<file path="src/rtl/timing_viol_logger_if.sv">
// Event-record drain port of the timing violation logger.
// Master drives valid + head record; slave drives ready.
interface timing_viol_logger_if #(
    parameter int NUM_SIG = 2,
    parameter int TS_W    = 16
);
    logic               evt_valid;
    logic               evt_ready;
    logic [NUM_SIG-1:0] evt_setup;
    logic [NUM_SIG-1:0] evt_hold;
    logic [TS_W-1:0]    evt_ts;

    modport master (
        output evt_valid,
        output evt_setup,
        output evt_hold,
        output evt_ts,
        input  evt_ready
    );

    modport slave (
        input  evt_valid,
        input  evt_setup,
        input  evt_hold,
        input  evt_ts,
        output evt_ready
    );
endinterface

</file>
<file path="src/rtl/timing_viol_logger.sv">
// Timing violation logger: saturating per-signal setup/hold counters
// plus an event FIFO of violation records drained over valid/ready.
// Ports: i_clk, i_rst (sync, active-high), i_setup_viol/i_hold_viol
// strobes, i_clr_cnt, evt (record drain, master), o_setup_cnt,
// o_hold_cnt, o_fifo_level, o_overflow, o_drop_cnt.
// Macro TIMING_VIOL_LOGGER_TS_EN: build the cycle timestamp counter and
// store it per record; otherwise evt_ts is tied to zero.
module timing_viol_logger #(
    parameter int NUM_SIG = 2,
    parameter int DEPTH   = 8,
    parameter int TS_W    = 16,
    parameter int CNT_W   = 8
) (
    input  logic                     i_clk,
    input  logic                     i_rst,
    input  logic [NUM_SIG-1:0]       i_setup_viol,
    input  logic [NUM_SIG-1:0]       i_hold_viol,
    input  logic                     i_clr_cnt,
    timing_viol_logger_if.master     evt,
    output logic [NUM_SIG*CNT_W-1:0] o_setup_cnt,
    output logic [NUM_SIG*CNT_W-1:0] o_hold_cnt,
    output logic [$clog2(DEPTH):0]   o_fifo_level,
    output logic                     o_overflow,
    output logic [CNT_W-1:0]         o_drop_cnt
);
    localparam int AW = $clog2(DEPTH);

    logic [AW:0]          r_wptr;
    logic [AW:0]          r_rptr;
    logic [NUM_SIG-1:0]   r_mem_s [DEPTH];
    logic [NUM_SIG-1:0]   r_mem_h [DEPTH];
    logic [CNT_W-1:0]     r_scnt [NUM_SIG];
    logic [CNT_W-1:0]     r_hcnt [NUM_SIG];
    logic [CNT_W-1:0]     r_drop;
    logic                 r_ovf;

    logic w_empty;
    logic w_full;
    logic w_push_req;
    logic w_pop;
    logic w_push_ok;
    logic w_drop;

    assign w_empty    = (r_wptr == r_rptr);
    // Same index, opposite lap bit: writer is a full lap ahead.
    assign w_full     = (r_wptr[AW] != r_rptr[AW]) &&
                        (r_wptr[AW-1:0] == r_rptr[AW-1:0]);
    assign w_push_req = (|i_setup_viol) | (|i_hold_viol);
    assign w_pop      = !w_empty && evt.evt_ready;
    // A pop in the same cycle frees the slot a full FIFO needs.
    assign w_push_ok  = w_push_req && (!w_full || w_pop);
    assign w_drop     = w_push_req && w_full && !w_pop;

    always_ff @(posedge i_clk) begin
        if (i_rst) begin
            r_wptr <= '0;
            r_rptr <= '0;
        end else begin
            if (w_push_ok) r_wptr <= r_wptr + {{AW{1'b0}}, 1'b1};
            if (w_pop)     r_rptr <= r_rptr + {{AW{1'b0}}, 1'b1};
        end
    end

    always_ff @(posedge i_clk) begin
        if (!i_rst && w_push_ok) begin
            r_mem_s[r_wptr[AW-1:0]] <= i_setup_viol;
            r_mem_h[r_wptr[AW-1:0]] <= i_hold_viol;
        end
    end

    // Payload is masked while empty so stale entries never show.
    assign evt.evt_valid = !w_empty;
    assign evt.evt_setup = w_empty ? '0 : r_mem_s[r_rptr[AW-1:0]];
    assign evt.evt_hold  = w_empty ? '0 : r_mem_h[r_rptr[AW-1:0]];
    assign o_fifo_level  = r_wptr - r_rptr;

`ifdef TIMING_VIOL_LOGGER_TS_EN
    logic [TS_W-1:0] r_ts;
    logic [TS_W-1:0] r_mem_ts [DEPTH];

    always_ff @(posedge i_clk) begin
        if (i_rst) r_ts <= '0;
        else       r_ts <= r_ts + {{(TS_W-1){1'b0}}, 1'b1};
    end

    always_ff @(posedge i_clk) begin
        if (!i_rst && w_push_ok) r_mem_ts[r_wptr[AW-1:0]] <= r_ts;
    end

    assign evt.evt_ts = w_empty ? '0 : r_mem_ts[r_rptr[AW-1:0]];
`else
    assign evt.evt_ts = {TS_W{1'b0}};
`endif

    // Clear wins over same-cycle increments; the record path is separate.
    always_ff @(posedge i_clk) begin
        if (i_rst || i_clr_cnt) begin
            for (int i = 0; i < NUM_SIG; i++) begin
                r_scnt[i] <= '0;
                r_hcnt[i] <= '0;
            end
            r_drop <= '0;
            r_ovf  <= 1'b0;
        end else begin
            for (int i = 0; i < NUM_SIG; i++) begin
                if (i_setup_viol[i] && !(&r_scnt[i]))
                    r_scnt[i] <= r_scnt[i] + CNT_W'(1);
                if (i_hold_viol[i] && !(&r_hcnt[i]))
                    r_hcnt[i] <= r_hcnt[i] + CNT_W'(1);
            end
            if (w_drop) begin
                r_ovf <= 1'b1;
                if (!(&r_drop)) r_drop <= r_drop + CNT_W'(1);
            end
        end
    end

    for (genvar g = 0; g < NUM_SIG; g++) begin : g_pack
        assign o_setup_cnt[g*CNT_W +: CNT_W] = r_scnt[g];
        assign o_hold_cnt[g*CNT_W +: CNT_W]  = r_hcnt[g];
    end

    assign o_overflow = r_ovf;
    assign o_drop_cnt = r_drop;
endmodule

</file>
<file path="src/flat_wrapper.sv">
// flat-port wrapper written by rule: the top's interface ports become plain ports
module timing_viol_logger_flat 
#(
    parameter int NUM_SIG = 2,
    parameter int DEPTH   = 8,
    parameter int TS_W    = 16,
    parameter int CNT_W   = 8
)
  (i_clk, i_rst, i_setup_viol, i_hold_viol, i_clr_cnt, o_setup_cnt, o_hold_cnt, o_fifo_level, o_overflow, o_drop_cnt, evt_evt_valid, evt_evt_setup, evt_evt_hold, evt_evt_ts, evt_evt_ready);
  timing_viol_logger_if #(.NUM_SIG(NUM_SIG), .TS_W(TS_W)) evt_i ();
  input  logic i_clk;
  input  logic i_rst;
  input  logic [NUM_SIG-1:0] i_setup_viol;
  input  logic [NUM_SIG-1:0] i_hold_viol;
  input  logic i_clr_cnt;
  output logic [NUM_SIG*CNT_W-1:0] o_setup_cnt;
  output logic [NUM_SIG*CNT_W-1:0] o_hold_cnt;
  output logic [$clog2(DEPTH):0] o_fifo_level;
  output logic o_overflow;
  output logic [CNT_W-1:0] o_drop_cnt;
  output wire logic [$bits(evt_i.evt_valid)-1:0] evt_evt_valid;
  output wire logic [$bits(evt_i.evt_setup)-1:0] evt_evt_setup;
  output wire logic [$bits(evt_i.evt_hold)-1:0] evt_evt_hold;
  output wire logic [$bits(evt_i.evt_ts)-1:0] evt_evt_ts;
  input wire logic [$bits(evt_i.evt_ready)-1:0] evt_evt_ready;
  assign evt_evt_valid = evt_i.evt_valid;
  assign evt_evt_setup = evt_i.evt_setup;
  assign evt_evt_hold = evt_i.evt_hold;
  assign evt_evt_ts = evt_i.evt_ts;
  assign evt_i.evt_ready = evt_evt_ready;
  timing_viol_logger #(.NUM_SIG(NUM_SIG), .DEPTH(DEPTH), .TS_W(TS_W), .CNT_W(CNT_W)) u_core (.i_clk(i_clk), .i_rst(i_rst), .i_setup_viol(i_setup_viol), .i_hold_viol(i_hold_viol), .i_clr_cnt(i_clr_cnt), .evt(evt_i), .o_setup_cnt(o_setup_cnt), .o_hold_cnt(o_hold_cnt), .o_fifo_level(o_fifo_level), .o_overflow(o_overflow), .o_drop_cnt(o_drop_cnt));
endmodule
</file>
<file path="config.mk">
export PLATFORM = sky130hd
export DESIGN_NAME = timing_viol_logger_flat
export DESIGN_NICKNAME = d
export VERILOG_FILES = /design/src/rtl/timing_viol_logger_if.sv /design/src/rtl/timing_viol_logger.sv /design/src/flat_wrapper.sv
export SDC_FILE = /design/constraint.sdc
export NUM_CORES = 1
export LEC_CHECK = 0
export BUFFER_PORTS_ARGS = -buffer_cell sky130_fd_sc_hd__buf_2
export CAP_MARGIN = 40
export CORE_AREA = 2 2 93 95
export CTS_CLUSTER_DIAMETER = 30
export CTS_CLUSTER_SIZE = 14
export DETAILED_ROUTE_END_ITERATION = 10
export DIE_AREA = 0 0 95 97
export PLACE_DENSITY = 0.74
export SLEW_MARGIN = 20
export SYNTH_ARGS = -nofsm -noshare
export SYNTH_HDL_FRONTEND = slang
export SYNTH_SLANG_ARGS = --single-unit
</file>
<file path="constraint.sdc">
create_clock -name i_clk -period 2.4 [get_ports i_clk]
set_input_delay 0.12 -clock i_clk [delete_from_list [all_inputs] [get_ports i_clk]]
set_output_delay 0.12 -clock i_clk [all_outputs]
set_load 0.03 [all_outputs]
</file>
==> results.json, run 1 <==
{
  "post-route-period-util_pct": 93.7,
  "rows": 33,
  "crit_path_start_kind": "flop",
  "ys_ff_latch": 84,
  "fin_area_um2": 4620,
  "p_int_mw": 2.38,
  "antenna_found_initial": 0,
  "synthArstFlopShare_pct": 0,
  "yosysTopAreaCell": "edfxtp_1",
  "ff_latch_area_um2": 2320,
  "fin_skew_ns": 0.0101,
  "cts_hold_buf": 0,
  "period_minus_slack_ns": 2.25,
  "die_h_um": 97,
  "synth.most_common_cell": "edfxtp_1",
  "final_nets": 428,
  "post_cts_resized": 0,
  "dieArea_um2": 9220,
  "avgSynthCellArea_um2": 11.9,
  "path_max_fanout": 13,
  "finalSetupViolCount": 0,
  "routedWlPerCell_um": 14.7,
  "placed_area_um2": 4440,
  "fin_util_pct": 56.8,
  "ant_nets": 0,
  "crit_type": "reg2reg",
  "leakage_nw": 1.79,
  "ys_warn_count": 0,
  "dp_hpwl_um": 5460,
  "fin_ws_ns": 0.150,
  "io_buffers": 57,
  "post_cts_buffers": 0,
  "first_pass_iters": 4,
  "fill_cells": 700,
  "relSlewSlack_pct": 51.2,
  "grt.overflow.total": 0,
  "routabilityCongestion": 0.807,
  "rsz0062_at_grt": "false",
  "grt_max_degree": 17,
  "drt-total-wl_um": 7620,
  "drive_gt1_share_pct": 23.2,
  "pwr-share-clk_pct": 27.2,
  "multi_input_area_um2": 1540,
  "drtIter0Drc": 143,
  "end_kind": "flop",
  "fmax_mhz": 445,
  "yosysTopAreaCellShare_pct": 47.9,
  "vias": 2716,
  "holdWs_ns": 0.0795,
  "cts_tree": "yes",
  "numCtsBuffers": 9,
  "synth_common_cells": "edfxtp_1 (64), nor2_1 (55), nand2_1 (24)",
  "vdd.ir_drop.worst_mv": 0.306,
  "powerDensity_nw_per_um2": 744,
  "critPathRequiredTime_ns": 2.68,
  "ys.flop_type": "edfxtp_1",
  "power_frac_seq_pct": 50.5,
  "setup_tns_ns": 0,
  "pwr-share-comb_pct": 22.3,
  "grt_pass1_wl_um": 12700,
  "maxCapViolCount": 0,
  "p_sw_share_pct": 30.8,
  "coreArea_um2": 8130,
  "grt_pass1_vias": 2657,
  "die_x_um": 95,
  "n_antenna_cell": 0,
  "netlist_area_um2": 4010,
  "clk_path_buf_depth": 2,
  "p_sw_mw": 1.06,
  "synth_edf_count": 64,
  "ctsRootBufferMaster": "clkbuf_8",
  "yosys-top-cells-area": "edfxtp_1 (48%), dfxtp_1 (10%), nor2_1 (5.1%)",
  "drv_slew": 0,
  "clkSinkCount": 84,
  "synthDistinctLibCells": 40,
  "yosysSeqAreaShare_pct": 57.9,
  "finalHoldViolCount": 0,
  "worst_slew_pin_slew_ns": 0.725,
  "io_pins": 74,
  "outcome": "finished clean",
  "avgViaCountPerCell": 5.23,
  "clk_latency_ns": 0.34,
  "drc": 0,
  "netlist_instances": 337,
  "hold_path_class": "in2reg",
  "grt_util_all_layers_pct": 17.6,
  "path_clk_slew_ns": 0.08,
  "initial_utilization_pct": 49.3,
  "h-tree-depth": 3,
  "dpl_worst_slack_ns": 0.184,
  "area_growth_pct": 15.1,
  "arrival_ns": 2.53
}
[cells by family after synthesis]
family,count (synthesis),synth area share [%]
xor+xnor,32,7.17
flops,84,57.9
other cells,1,0.0935
fa+ha+maj,11,3.62
buf+inv,38,5.18
simple gates,129,15.0
compound gates,25,4.37
mux,17,6.74
[sequential cells by signal, indices dropped and copies added (netlist names), named ones only]
name and cells:
u_core.r_mem_h 16, u_core.r_rptr 4, u_core.r_mem_s 16, u_core.r_scnt 16, u_core.o_drop_cnt 8, u_core.r_wptr 4
u_core.r_hcnt 16, u_core.o_overflow 1
[worst max-delay path: stages, from the launching register on]
cell and delay, ns:
dfxtp_1 0.37, inv_1 0.09, ha_1 0.32, nand3_1 0.10, or4b_4 0.61, or4_1 0.53
a21oi_1 0.15
[power groups by stage]
stage               Combinational (mW)  Clock, mW  Sequential [mW]
floorplan                        0.537          0             1.80
global placement                 0.757          0             1.76
detailed placement               0.770          0             1.77
CTS                              0.773      0.957             1.74
global route                     0.835       1.01             1.75
finish                           0.764      0.935             1.74
[cells in the final DEF (no fill, tap or decap), types with 4 or more instances in the layout]
| cell | netlist | layout |
|---|---|---|
| edfxtp_1 | 64 | 64 |
| buf_2 | 0 | 57 |
| nor2_1 | 55 | 55 |
| nand2_1 | 24 | 24 |
| dfxtp_1 | 20 | 20 |
| nand3_1 | 17 | 17 |
| xnor2_1 | 16 | 16 |
| conb_1 | 1 | 16 |
| xor2_1 | 15 | 15 |
| buf_4 | 17 | 15 |
| inv_1 | 12 | 12 |
| ha_1 | 10 | 10 |
| clkbuf_8 | 0 | 10 |
| mux2i_1 | 9 | 9 |
| nor4_1 | 9 | 9 |
| mux4_2 | 8 | 8 |
| a21oi_1 | 6 | 6 |
| nor3_1 | 6 | 6 |
| o31ai_1 | 4 | 4 |
[area by class of cell]
| cell class | count | share of cell area (%) |
|---|---|---|
| timing repair buffer | 72 | 8.62 |
| inverter | 12 | 0.975 |
| clock buffer | 14 | 3.77 |
| clock inverter | 2 | 0.190 |
| tap | 105 | 2.84 |
| multi-input combinational | 230 | 33.3 |
| sequential | 84 | 50.3 |
[per-layer routing]
| metal | vias to the layer above | share of wire, % | track usage (%) |
|---|---|---|---|
| met1 | 1308 | 46 | 24.3 |
| li1 | 1325 | - | - |
| met5 | - | 0 | 0 |
| met3 | 10 | 4.0 | 3.19 |
| met2 | 73 | 49 | 27.3 |
| met4 | 0 | 1.6 | 7.36 |
[stage by stage]
step                      total power [mW]  cells
after floorplan                       2.33    352
final                                 3.44    519
after CTS                             3.47    519
after global routing                  3.60    519
after global placement                2.52    503
after detailed placement              2.54    503
[path summary, 6_finish.rpt]
| kind | from | to | slack [ns] | cells past startpoint |
|---|---|---|---|---|
| setup / recovery | u_core.r_rptr[1] | u_core.o_drop_cnt[4] | 0.15 | 6 |
| hold / removal | i_clr_cnt | u_core.o_drop_cnt[5] | 0.08 | 3 |
| hold reg to reg | u_core.o_drop_cnt[1] | u_core.o_drop_cnt[1] | 0.50 | 2 |
| setup reg to reg | u_core.r_rptr[1] | u_core.o_drop_cnt[4] | 0.15 | 6 |
(Power assumes the default switching activity.)
==> run 2, diff against run 1 <==
- SETUP_SLACK_MARGIN: unset -> 0.2
==> run 2 against run 1 <==
Critical path depth increased by 1; sequential share of layout area shrank 0.68 points; setup slack improved by 0.14 ns; highest routed layer unchanged; critical path type unchanged; routed wire length rose by 1.0%; critical endpoint is now u_core.o_drop_cnt[0].
==> results.json, run 2 (synthesis results as in run 1) <==
{
  "outcome": "finished clean",
  "end_kind": "flop",
  "drtIter0Drc": 143,
  "numCtsBuffers": 9,
  "drive_gt1_share_pct": 26.6,
  "period_minus_slack_ns": 2.10,
  "h-tree-depth": 3,
  "path_max_fanout": 6,
  "fin_skew_ns": 0.00663,
  "final_cell_count_no_fill": 523,
  "drt-total-wl_um": 7700,
  "routedWlPerCell_um": 14.7,
  "io_pins": 74,
  "setup_tns_ns": 0,
  "multi_input_area_um2": 1610,
  "hold_path_class": "in2reg",
  "relSlewSlack_pct": 65.2,
  "coreArea_um2": 8130,
  "critPathRequiredTime_ns": 2.68,
  "drc": 0,
  "first_pass_iters": 4,
  "grt.overflow.total": 0,
  "area_growth_pct": 17.0,
  "crit_type": "reg2reg",
  "leakage_nw": 1.80,
  "ant_nets": 0,
  "ctsRootBufferMaster": "clkbuf_8",
  "initial_utilization_pct": 49.3,
  "grt_pass1_wl_um": 12800,
  "cp.buffers_inverters": 2,
  "fmax_mhz": 475,
  "drv_slew": 0,
  "ff_latch_area_um2": 2330,
  "final_nets": 433,
  "clkSinkCount": 84,
  "vdd.ir_drop.worst_mv": 0.378,
  "crit_family": "simple AND/OR/NAND/NOR gates",
  "slowest_stage": "or4b_4",
  "grt_util_all_layers_pct": 17.7,
  "mostFrequentLayoutCell": "edfxtp_1",
  "cts_tree": "yes",
  "powerDensity_nw_per_um2": 716,
  "vias": 2766,
  "crit_path_start_kind": "flop",
  "antenna_found_initial": 0,
  "fill_cells": 695,
  "rsz0062_at_grt": "false",
  "io_buffers": 57,
  "arrival_ns": 2.38,
  "dp_cells": 502,
  "finalHoldViolCount": 0,
  "cpPeakStageDelay_ns": 0.53,
  "worst_slew_pin_slew_ns": 0.522,
  "clk_latency_ns": 0.34,
  "dieArea_um2": 9220,
  "n_antenna_cell": 0,
  "layout_common_cells": "edfxtp_1 (64), buf_2 (57), nor2_1 (55)",
  "dp_hpwl_um": 5370,
  "path_clk_slew_ns": 0.08,
  "rows": 33,
  "holdWs_ns": 0.0755,
  "post-route-period-util_pct": 87.7,
  "grt_pass1_vias": 2702,
  "grt_max_degree": 17,
  "routabilityCongestion": 0.770,
  "avgViaCountPerCell": 5.29,
  "die_h_um": 97,
  "finalSetupViolCount": 0,
  "crit_chain": "inv_2 > ha_4 > nand3_2 > or4b_4 > buf_4 > or3_1 > a21oi_2",
  "maxCapViolCount": 0,
  "die_x_um": 95,
  "clk_path_buf_depth": 2
}
run 2: cell count changes in the layout (fill, tap and decap cells not counted), moves of 2 or more:
cell      before  now
buf_4         15   18
dfxtp_1       20   17
dfxtp_2        0    2
clkinv_2       1    3
ha_1          10    7
ha_4           0    3
run 2: repair_timing:
item	4_1_cts	5_1_grt
cloned	1	0
resized for setup	7	5
setup endpoints to repair	3	9
hold buffers	0	0
buffers inserted	3	1
pin swaps	1	1
run 2: path summary, 6_finish.rpt:
| path | start | end | slack, ns | cells past startpoint |
|---|---|---|---|---|
| hold / removal | i_clr_cnt | u_core.o_drop_cnt[5] | 0.08 | 3 |
| setup reg to reg | u_core.r_wptr[0] | u_core.o_drop_cnt[0] | 0.30 | 7 |
| setup / recovery | u_core.r_wptr[0] | u_core.o_drop_cnt[0] | 0.30 | 7 |
| hold reg to reg | u_core.o_overflow | u_core.o_overflow | 0.49 | 2 |
run 2: per-layer routing:
| metal | GRT usage [%] | wire length [um] |
|---|---|---|
| met1 | 24.7 | 3470 |
| met2 | 27.3 | 3710 |
| met5 | 0 | 0 |
| met3 | 3.58 | 424 |
| met4 | 6.58 | 106 |
run 2: through the flow:
stage / utilization, % / total power [mW] / area (um^2) / setup WS, ns
2_1_floorplan: - / 2.33 / 4080 / 0.163
3_3_place_gp: 54.5 / 2.52 / 4440 / 0.182
3_5_place_dp: 54.5 / 2.54 / 4440 / 0.126
4_1_cts: 57.1 / 3.37 / 4640 / 0.227
5_1_grt: 57.7 / 3.53 / 4690 / 0.186
6_report: 57.7 / 3.36 / 4690 / 0.295
run 2: tightest hold or removal path, stage by stage:
cell     delay [ns]
buf_2          0.10
or3_1          0.10
mux2i_1        0.05
run 2: power breakdown:
part	internal [mW]	total [mW]	switching, mW
registers	1.64	1.74	0.0982
logic	0.289	0.794	0.505
clock network	0.367	0.824	0.457
run 2: final cells by class:
type | instances | area share (%)
clock buffers | 12 | 2.88
clock inverters | 3 | 0.320
inverters | 12 | 0.959
multi-input cells | 231 | 34.4
flip-flops and latches | 84 | 49.6
well taps | 105 | 2.80
repair buffers | 76 | 9.06
